==> src/rtl/receive.sv <==
// 1000BASE-X PCS receive state machine.
// Turns decoded 8B/10B code-groups into GMII receive signals. It recognises
// the ordered sets /I/, /S/, /T/ and /R/, flags false carrier, data errors and
// early packet end, and keeps saturating packet and error counters.
//
// Ports:
//   GTX_CLK        clock, rising edge
//   mr_main_reset  synchronous reset, active-high
//   sync_status    1 = decoder has code-group sync
//   RX_CODE_GROUP  decoded octet, valid every cycle
//   RX_IS_K        1 = RX_CODE_GROUP is a control character
//   RXD            GMII receive data (registered)
//   RX_DV          GMII receive data valid (registered)
//   RX_ER          GMII receive error (registered)
//   receiving      packet reception in progress (registered)
//   pkt_count      packets ended by /T/, saturating
//   err_count      cycles with RX_ER set, saturating
module receive #(
    parameter int unsigned CNT_W = 16,
    parameter logic [7:0]  K28_5 = 8'hBC,
    parameter logic [7:0]  K27_7 = 8'hFB,
    parameter logic [7:0]  K29_7 = 8'hFD,
    parameter logic [7:0]  K23_7 = 8'hF7,
    parameter logic [7:0]  D5_6  = 8'hC5,
    parameter logic [7:0]  D16_2 = 8'h50
) (
    input  logic             GTX_CLK,
    input  logic             mr_main_reset,
    input  logic             sync_status,
    input  logic [7:0]       RX_CODE_GROUP,
    input  logic             RX_IS_K,
    output logic [7:0]       RXD,
    output logic             RX_DV,
    output logic             RX_ER,
    output logic             receiving,
    output logic [CNT_W-1:0] pkt_count,
    output logic [CNT_W-1:0] err_count
);

    localparam logic [7:0] PREAMBLE   = 8'h55;
    localparam logic [7:0] FALSE_CARR = 8'h0E;

    typedef enum logic [5:0] {
        LINK_FAILED = 6'b000001,
        WAIT_FOR_K  = 6'b000010,
        RX_K        = 6'b000100,
        IDLE_D      = 6'b001000,
        RECEIVE     = 6'b010000,
        TRI_WAIT    = 6'b100000
    } state_e;

    state_e           state_q, state_d;
    logic [7:0]       rxd_q, rxd_d;
    logic             rx_dv_q, rx_dv_d;
    logic             rx_er_q, rx_er_d;
    logic             receiving_q, receiving_d;
    logic [CNT_W-1:0] pkt_count_q, pkt_count_d;
    logic [CNT_W-1:0] err_count_q, err_count_d;
    logic             pkt_done;

    logic is_comma, is_sop, is_eop, is_ext, is_idle_d;

    // Code-group classification
    always_comb begin
        is_comma  = RX_IS_K && (RX_CODE_GROUP == K28_5);
        is_sop    = RX_IS_K && (RX_CODE_GROUP == K27_7);
        is_eop    = RX_IS_K && (RX_CODE_GROUP == K29_7);
        is_ext    = RX_IS_K && (RX_CODE_GROUP == K23_7);
        is_idle_d = !RX_IS_K && ((RX_CODE_GROUP == D5_6) || (RX_CODE_GROUP == D16_2));
    end

    // Next state, next outputs and counter updates
    always_comb begin
        state_d     = state_q;
        rxd_d       = 8'h00;
        rx_dv_d     = 1'b0;
        rx_er_d     = 1'b0;
        receiving_d = 1'b0;
        pkt_done    = 1'b0;

        if (!sync_status) begin
            state_d = LINK_FAILED;
            // Losing sync mid-packet must corrupt the frame on GMII
            if (receiving_q) begin
                rx_dv_d = 1'b1;
                rx_er_d = 1'b1;
            end
        end else begin
            case (state_q)
                LINK_FAILED: state_d = WAIT_FOR_K;
                WAIT_FOR_K:  if (is_comma) state_d = RX_K;
                RX_K:        state_d = is_idle_d ? IDLE_D : WAIT_FOR_K;
                IDLE_D: begin
                    if (is_comma) begin
                        state_d = RX_K;
                    end else if (is_sop) begin
                        state_d     = RECEIVE;
                        rxd_d       = PREAMBLE;
                        rx_dv_d     = 1'b1;
                        receiving_d = 1'b1;
                    end else begin
                        state_d = WAIT_FOR_K;
                        rxd_d   = FALSE_CARR;
                        rx_er_d = 1'b1;
                    end
                end
                RECEIVE: begin
                    if (!RX_IS_K) begin
                        rxd_d       = RX_CODE_GROUP;
                        rx_dv_d     = 1'b1;
                        receiving_d = 1'b1;
                    end else if (is_eop) begin
                        state_d  = TRI_WAIT;
                        pkt_done = 1'b1;
                    end else if (is_comma) begin
                        // Early end: idle arrived without /T/
                        state_d = RX_K;
                        rx_dv_d = 1'b1;
                        rx_er_d = 1'b1;
                    end else begin
                        rxd_d       = RX_CODE_GROUP;
                        rx_dv_d     = 1'b1;
                        rx_er_d     = 1'b1;
                        receiving_d = 1'b1;
                    end
                end
                TRI_WAIT: begin
                    // A missing /R/ before the next /I/ is tolerated
                    if (is_comma && !is_ext) state_d = RX_K;
                    else                     state_d = WAIT_FOR_K;
                end
                default: state_d = LINK_FAILED;
            endcase
        end

        pkt_count_d = pkt_count_q;
        err_count_d = err_count_q;
        if (pkt_done && (pkt_count_q != {CNT_W{1'b1}}))
            pkt_count_d = pkt_count_q + CNT_W'(1);
        if (rx_er_d && (err_count_q != {CNT_W{1'b1}}))
            err_count_d = err_count_q + CNT_W'(1);
    end

    // State and output registers
    always_ff @(posedge GTX_CLK) begin
        if (mr_main_reset) begin
            state_q     <= LINK_FAILED;
            rxd_q       <= 8'h00;
            rx_dv_q     <= 1'b0;
            rx_er_q     <= 1'b0;
            receiving_q <= 1'b0;
            pkt_count_q <= '0;
            err_count_q <= '0;
        end else begin
            state_q     <= state_d;
            rxd_q       <= rxd_d;
            rx_dv_q     <= rx_dv_d;
            rx_er_q     <= rx_er_d;
            receiving_q <= receiving_d;
            pkt_count_q <= pkt_count_d;
            err_count_q <= err_count_d;
        end
    end

    assign RXD       = rxd_q;
    assign RX_DV     = rx_dv_q;
    assign RX_ER     = rx_er_q;
    assign receiving = receiving_q;
    assign pkt_count = pkt_count_q;
    assign err_count = err_count_q;

endmodule

==> config.mk <==
export PLATFORM = sky130hd
export DESIGN_NAME = receive
export DESIGN_NICKNAME = d
export VERILOG_FILES = /design/src/rtl/receive.sv
export SDC_FILE = /design/constraint.sdc
export NUM_CORES = 1
export LEC_CHECK = 0
export CORE_MARGIN = 5
export CORE_UTILIZATION = 45
export DETAILED_ROUTE_END_ITERATION = 10
export PLACE_DENSITY = 0.75
export SLEW_MARGIN = 0
export SYNTH_ARGS = -nofsm -noshare
export SYNTH_HDL_FRONTEND = slang
export SYNTH_SLANG_ARGS = --single-unit
==> constraint.sdc <==
create_clock -name GTX_CLK -period 2.6 [get_ports GTX_CLK]
set_clock_uncertainty 0.2 [all_clocks]
set_input_delay 0.52 -clock GTX_CLK [delete_from_list [all_inputs] [get_ports GTX_CLK]]
set_output_delay 0.52 -clock GTX_CLK [all_outputs]
set_load 0.03 [all_outputs]
### Yosys cells after proc, flatten, opt, wreduce, memory -nomap -nowiden

Cells that the tools add are included.
W data, S select, Z words.

* divide/modulo/power cells: 0
* add/sub/neg operators: 2
* bitwise logic cells: 1
* order comparisons: 0
* multipliers: 0
* reduce and logical (&&, ||, !) cells: 12
* equal/unequal tests: 15
* shift-type cells: 0
* muxes and demuxes: 34

Operators with widths (number)
* $eq A8 B8 Y1 const B: 5
* $pmux W6 S6: 1
* $add A16 B1 Y16 const B: 2
* $ne A16 B16 Y1 const B: 2
* $mux W8: 3
* $mux W6: 3
* $mux W1: 17
* $pmux W8 S2: 1
* $mux W7: 2
* $mux W5: 2
* $eq A8 B7 Y1 const B: 1
* $logic_and A1 B1 Y1: 8
* $eq A6 B1 Y1 const B: 1
* $eq A6 B2 Y1 const B: 1
* $eq A6 B3 Y1 const B: 1
* $eq A6 B4 Y1 const B: 1
* $eq A6 B5 Y1 const B: 1
* $eq A6 B6 Y1 const B: 1
* $pmux W1 S2: 3
* $mux W4: 1
* $mux W3: 1
* $logic_not A1 Y1: 2
* $ne A2 B2 Y1 const B: 1
* $reduce_or A2 Y1: 1
* other kinds (2): 2

* memory bits (read-only): 0
* RAM bits: 0
* output and inout bits: 43
* bits of input ports: 12
* bits in latches: 0
* flip-flop bits (word level): 49
* memories kept: 0

### Logic depth before layout (Yosys ltp)

Gate-level depths: netlist of run 1.

* word-level depth: 7
* depth in mapped cells: 9
* depth with buffers taken out: 6

### Least setup slack after synthesis of run 1

OpenSTA, ideal clock, no wires.

* kind: register -> register
* start point: register err_count_q[0] (netlist: err_count[0])
* end point: register err_count_q[4] (netlist: err_count[4])
* stages on the path, launching flop included: 10
* path buffers: 3
* period minus slack after synthesis: 2502 ps
* slack: 98 ps
* arrival time: 2232 ps
* required time: 2330 ps
* cells stage by stage: dfxtp_1 -> ha_1 -> and2_1 -> clkbuf_1 -> nand3_1 -> nor3_1 -> clkbuf_1 -> buf_1 -> o31ai_1 -> a21oi_1

* word-level cells in the longest chain between the ends: 2
* elaborated cells on any way between the ends: 3

RTL lines
* from (decl): line 58 `logic [CNT_W-1:0] err_count_q, err_count_d;`
* from (signal assigned): line 161 `err_count_q <= err_count_d;`
* branches (longest 2 deep; another with $add A16 B1 Y16)

Parallel ways; which one is timed is not known.
A chain may end at the register's enable or synchronous reset.

### Worst setup path in the final report of run 1

* start point: input port RX_CODE_GROUP[6]
* end point: register err_count_q[9] (netlist: err_count[9])

* word-level cells in the longest chain between the ends: 7
* elaborated cells on any way between the ends: 13

RTL lines
* from (decl): line 30 `input logic [7:0] RX_CODE_GROUP,`
* $eq A8 B8 Y1 (on tied branches): line 67, 66
* $logic_and A1 B1 Y1 (on tied branches): line 67, 66
* $mux W1 (on tied branches): line 112, 96
* $mux W1 (on tied branches): line 108, 94
* $pmux W1 S2 (*): line 89 `case (state_q)`
* $mux W1 (*): line 81 `if (!sync_status) begin`
* $logic_and A1 B1 Y1 (*): line 140 `if (rx_er_d && (err_count_q != {CNT_W{1'b1}}))`

Every way passes the cells marked *; elsewhere a longest branch is shown, timed or not.

==> flow_summary.json, run 1 <==
{
  "ant_nets": 0,
  "finalMaxSlewViolations": 0,
  "worst_ep_required_time_ns": 2.60,
  "yosysWarningCount": 0,
  "avgViaCountPerCell": 5.65,
  "syn_nets": 314,
  "cts_tree": "built",
  "nets": 392,
  "htree_num_levels": 2,
  "fillerInstances": 487,
  "drt_iter0_drc": 119,
  "clock_power_share": 0.433,
  "clkSlewWorstSetupHoldPaths_ns": 0.09,
  "boundaryPins": 55,
  "criticalPathCategory": "in -> reg",
  "fin_crit_ns": 2.54,
  "crit_path_max_fanout": 14,
  "post-route-util": 0.644,
  "syn_inst": 300,
  "num_antenna_cells": 0,
  "clk_path_buf_depth": 2,
  "mostFrequentLayoutCell": "clkdlybuf4s50_1",
  "cts.sinks": 49,
  "p_comb_frac": 0.058,
  "avgSynthCellArea_um2": 8.43,
  "port_buffers": 54,
  "hp-class": "reg -> reg",
  "final_cells": 451,
  "routed_wl_um": 6430,
  "synth_area_leaders": "dfxtp_1 39%, a21oi_1 4.6%, nand3_1 3.0%, o31ai_1 3.0%, o21ai_0 2.8%",
  "die_w_um": 85.0,
  "start_util": 0.462,
  "p_per_area_nw_per_um2": 419,
  "yosys.area.top_type_share": 0.388,
  "cp-start-kind": "input port",
  "synth_area_um2": 2530,
  "final_cell_mix": "52 x clkdlybuf4s50_1, 49 x dfxtp_1, 36 x buf_4",
  "synth_cell_types": 50,
  "final.period_utilization": 0.978,
  "grt_util_all_layers": 0.174,
  "dp_cells": 440,
  "end_kind": "flip-flop",
  "rsz0062_at_grt": "yes",
  "yosys_most_used_dff": "dfxtp_1",
  "cts_inserted_buffers": 5,
  "maxSlewHeadroom": 0.598,
  "clock-root-buffer": "clkbuf_8",
  "setup_viol": 0,
  "grt_pass1_wl_um": 10500,
  "worstSkewPairLatency_ns": 0.31,
  "p_leak_nw": 1.23,
  "hold_buffers": 0,
  "grt_pass1_vias": 2247,
  "grt.overflow.total": 0,
  "worst_slew_pin_slew_ns": 0.597,
  "die_h_um": 85.0,
  "maxCapViolCount": 0,
  "synth_top_area_cell": "dfxtp_1",
  "async_flop_share": 0,
  "drive_above_1_share": 0.145,
  "die_area_um2": 7220,
  "std_cell_rows": 27,
  "drtPass1Iterations": 4,
  "status": "completed",
  "wl_per_cell_um": 14.3,
  "pwr-share-seq": 0.510,
  "synth-edff-count": 0,
  "ir_drop_uv": 297,
  "antenna_found_initial": 0,
  "synth.ff_latch_count": 49,
  "place_hpwl_um": 4740,
  "power.switching_uw": 300,
  "max_clock_freq_mhz": 393,
  "hold_viol_final": 0,
  "grt_max_degree": 42,
  "core_um2": 5470,
  "netSwitchingFraction": 0.203,
  "synth-seq-area-share": 0.388,
  "drc": 0,
  "gp_congestion": 0.864,
  "vias": 2549,
  "cp.arrival_ns": 2.55,
  "power.internal_mw": 1.18,
  "synthToLayoutAreaGrowth_pct": 39.3
}
==> metal layers <==
metal	part of all wire	GRT usage
met5	0	0
met4	0.013	0.0576
met3	0.058	0.0524
met2	0.48	0.280
met1	0.45	0.222
==> layout make-up <==
type                    count  area [um^2]  share of cell area
clock buffers               5         68.8              0.0195
clock inverters             3         65.1              0.0185
flip-flops and latches     49          981               0.279
well taps                  72         90.1              0.0256
multi-input cells         224         1460               0.416
inverters                   7         26.3             0.00746
repair buffers             91          827               0.235
==> Yosys cell counts, types with 2 or more instances <==
cell type and n:
a211oi_1 5, a21oi_1 23, a311oi_1 2, and2_1 4, and3_1 8, and4_1 5, and4b_1 4, buf_2 5
clkbuf_1 13, dfxtp_1 49, ha_1 2, inv_1 7, mux2_1 6, nand2_1 15, nand2b_1 3, nand3_1 15
nand4_1 11, nand4b_1 2, nor2_1 16, nor2b_1 10, nor3_1 11, nor4_1 7, nor4b_1 2, o211ai_1 3
o21ai_0 14, o21ai_1 2, o21ba_2 2, o31ai_1 10, or3_1 11, or4_1 9, xnor2_1 2, xor2_1 4
==> state kept, by name (all words and copies together) (netlist names) <==
name	flops
RX_ER	1
RXD	8
state_q	6
RX_DV	1
receiving	1
err_count	16
pkt_count	16
==> path summary, 6_finish.rpt <==
path	startpoint	end	slack [ns]	cells past startpoint
min reg2reg	err_count[14]$_SDFFE_PP0P_	err_count[14]$_SDFFE_PP0P_	0.31	2
max reg2reg	state_q[4]$_SDFFE_PP0P_	pkt_count[9]$_SDFFE_PP0P_	0.23	6
min	err_count[14]$_SDFFE_PP0P_	err_count[14]$_SDFFE_PP0P_	0.31	2
max	RX_CODE_GROUP[6]	err_count[9]$_SDFFE_PP0P_	0.06	7
==> through the flow <==
stage | instance area [um^2] | hold slack (ns) | power, mW | setup TNS (ns) | setup slack [ns]
4_1_cts | 3470 | 0.306 | 1.48 | 0 | 0.0141
3_3_place_gp | 3330 | 0.278 | 0.854 | -3.99 | -0.221
5_1_grt | 3520 | 0.318 | 1.53 | -0.112 | -0.0564
6_report | 3520 | 0.305 | 1.48 | 0 | 0.0572
2_1_floorplan | 2530 | 0.406 | 0.808 | 0 | 0.0978
3_5_place_dp | 3330 | 0.292 | 0.855 | -5.73 | -0.300
==> worst max-delay path, cell delays in order <==
cell and delay, ns:
clkdlybuf4s50_1 0.49, nor4b_1 0.39, o211ai_1 0.19, a311oi_2 0.32, buf_4 0.24, nor3_1 0.08, mux2_1 0.30
==> cell families (layout without fill, tap and decap cells) <==
kind of cell / count (synthesis) / in the layout / synth area share
xor+xnor: 6 / 6 / 0.0208
simple gates: 141 / 141 / 0.336
fa+ha+maj: 2 / 2 / 0.00989
mux: 7 / 7 / 0.0307
buf+inv: 27 / 106 / 0.0455
flops: 49 / 49 / 0.388
compound gates: 68 / 68 / 0.169
==> repair_timing <==
action | 4_1_cts | 5_1_grt
buffers inserted | 0 | 3
setup endpoints to repair | 0 | 14
resized for setup | 0 | 7
endpoints found under the hold margin | 0 | 0
==> power groups by stage <==
stage / logic, mW / registers [mW] / clock network (mW)
after global routing: 0.0927 / 0.753 / 0.681
after CTS: 0.0851 / 0.753 / 0.645
final: 0.0853 / 0.753 / 0.639
after global placement: 0.0836 / 0.770 / 0
after detailed placement: 0.0848 / 0.770 / 0
after floorplan: 0.0367 / 0.771 / 0
No activity file was read; power rests on OpenSTA's default activity.
==> inputs of run 2 (changes only) <==
--- a/config.mk
+++ b/config.mk
@@ -5,6 +5,7 @@
 export SDC_FILE = /design/constraint.sdc
 export NUM_CORES = 1
 export LEC_CHECK = 0
+export CAP_MARGIN = 40
 export CORE_MARGIN = 5
 export CORE_UTILIZATION = 45
 export DETAILED_ROUTE_END_ITERATION = 10
==> results of run 2 <==
The final DEF is identical to that of run 1; final timing and power are the same.
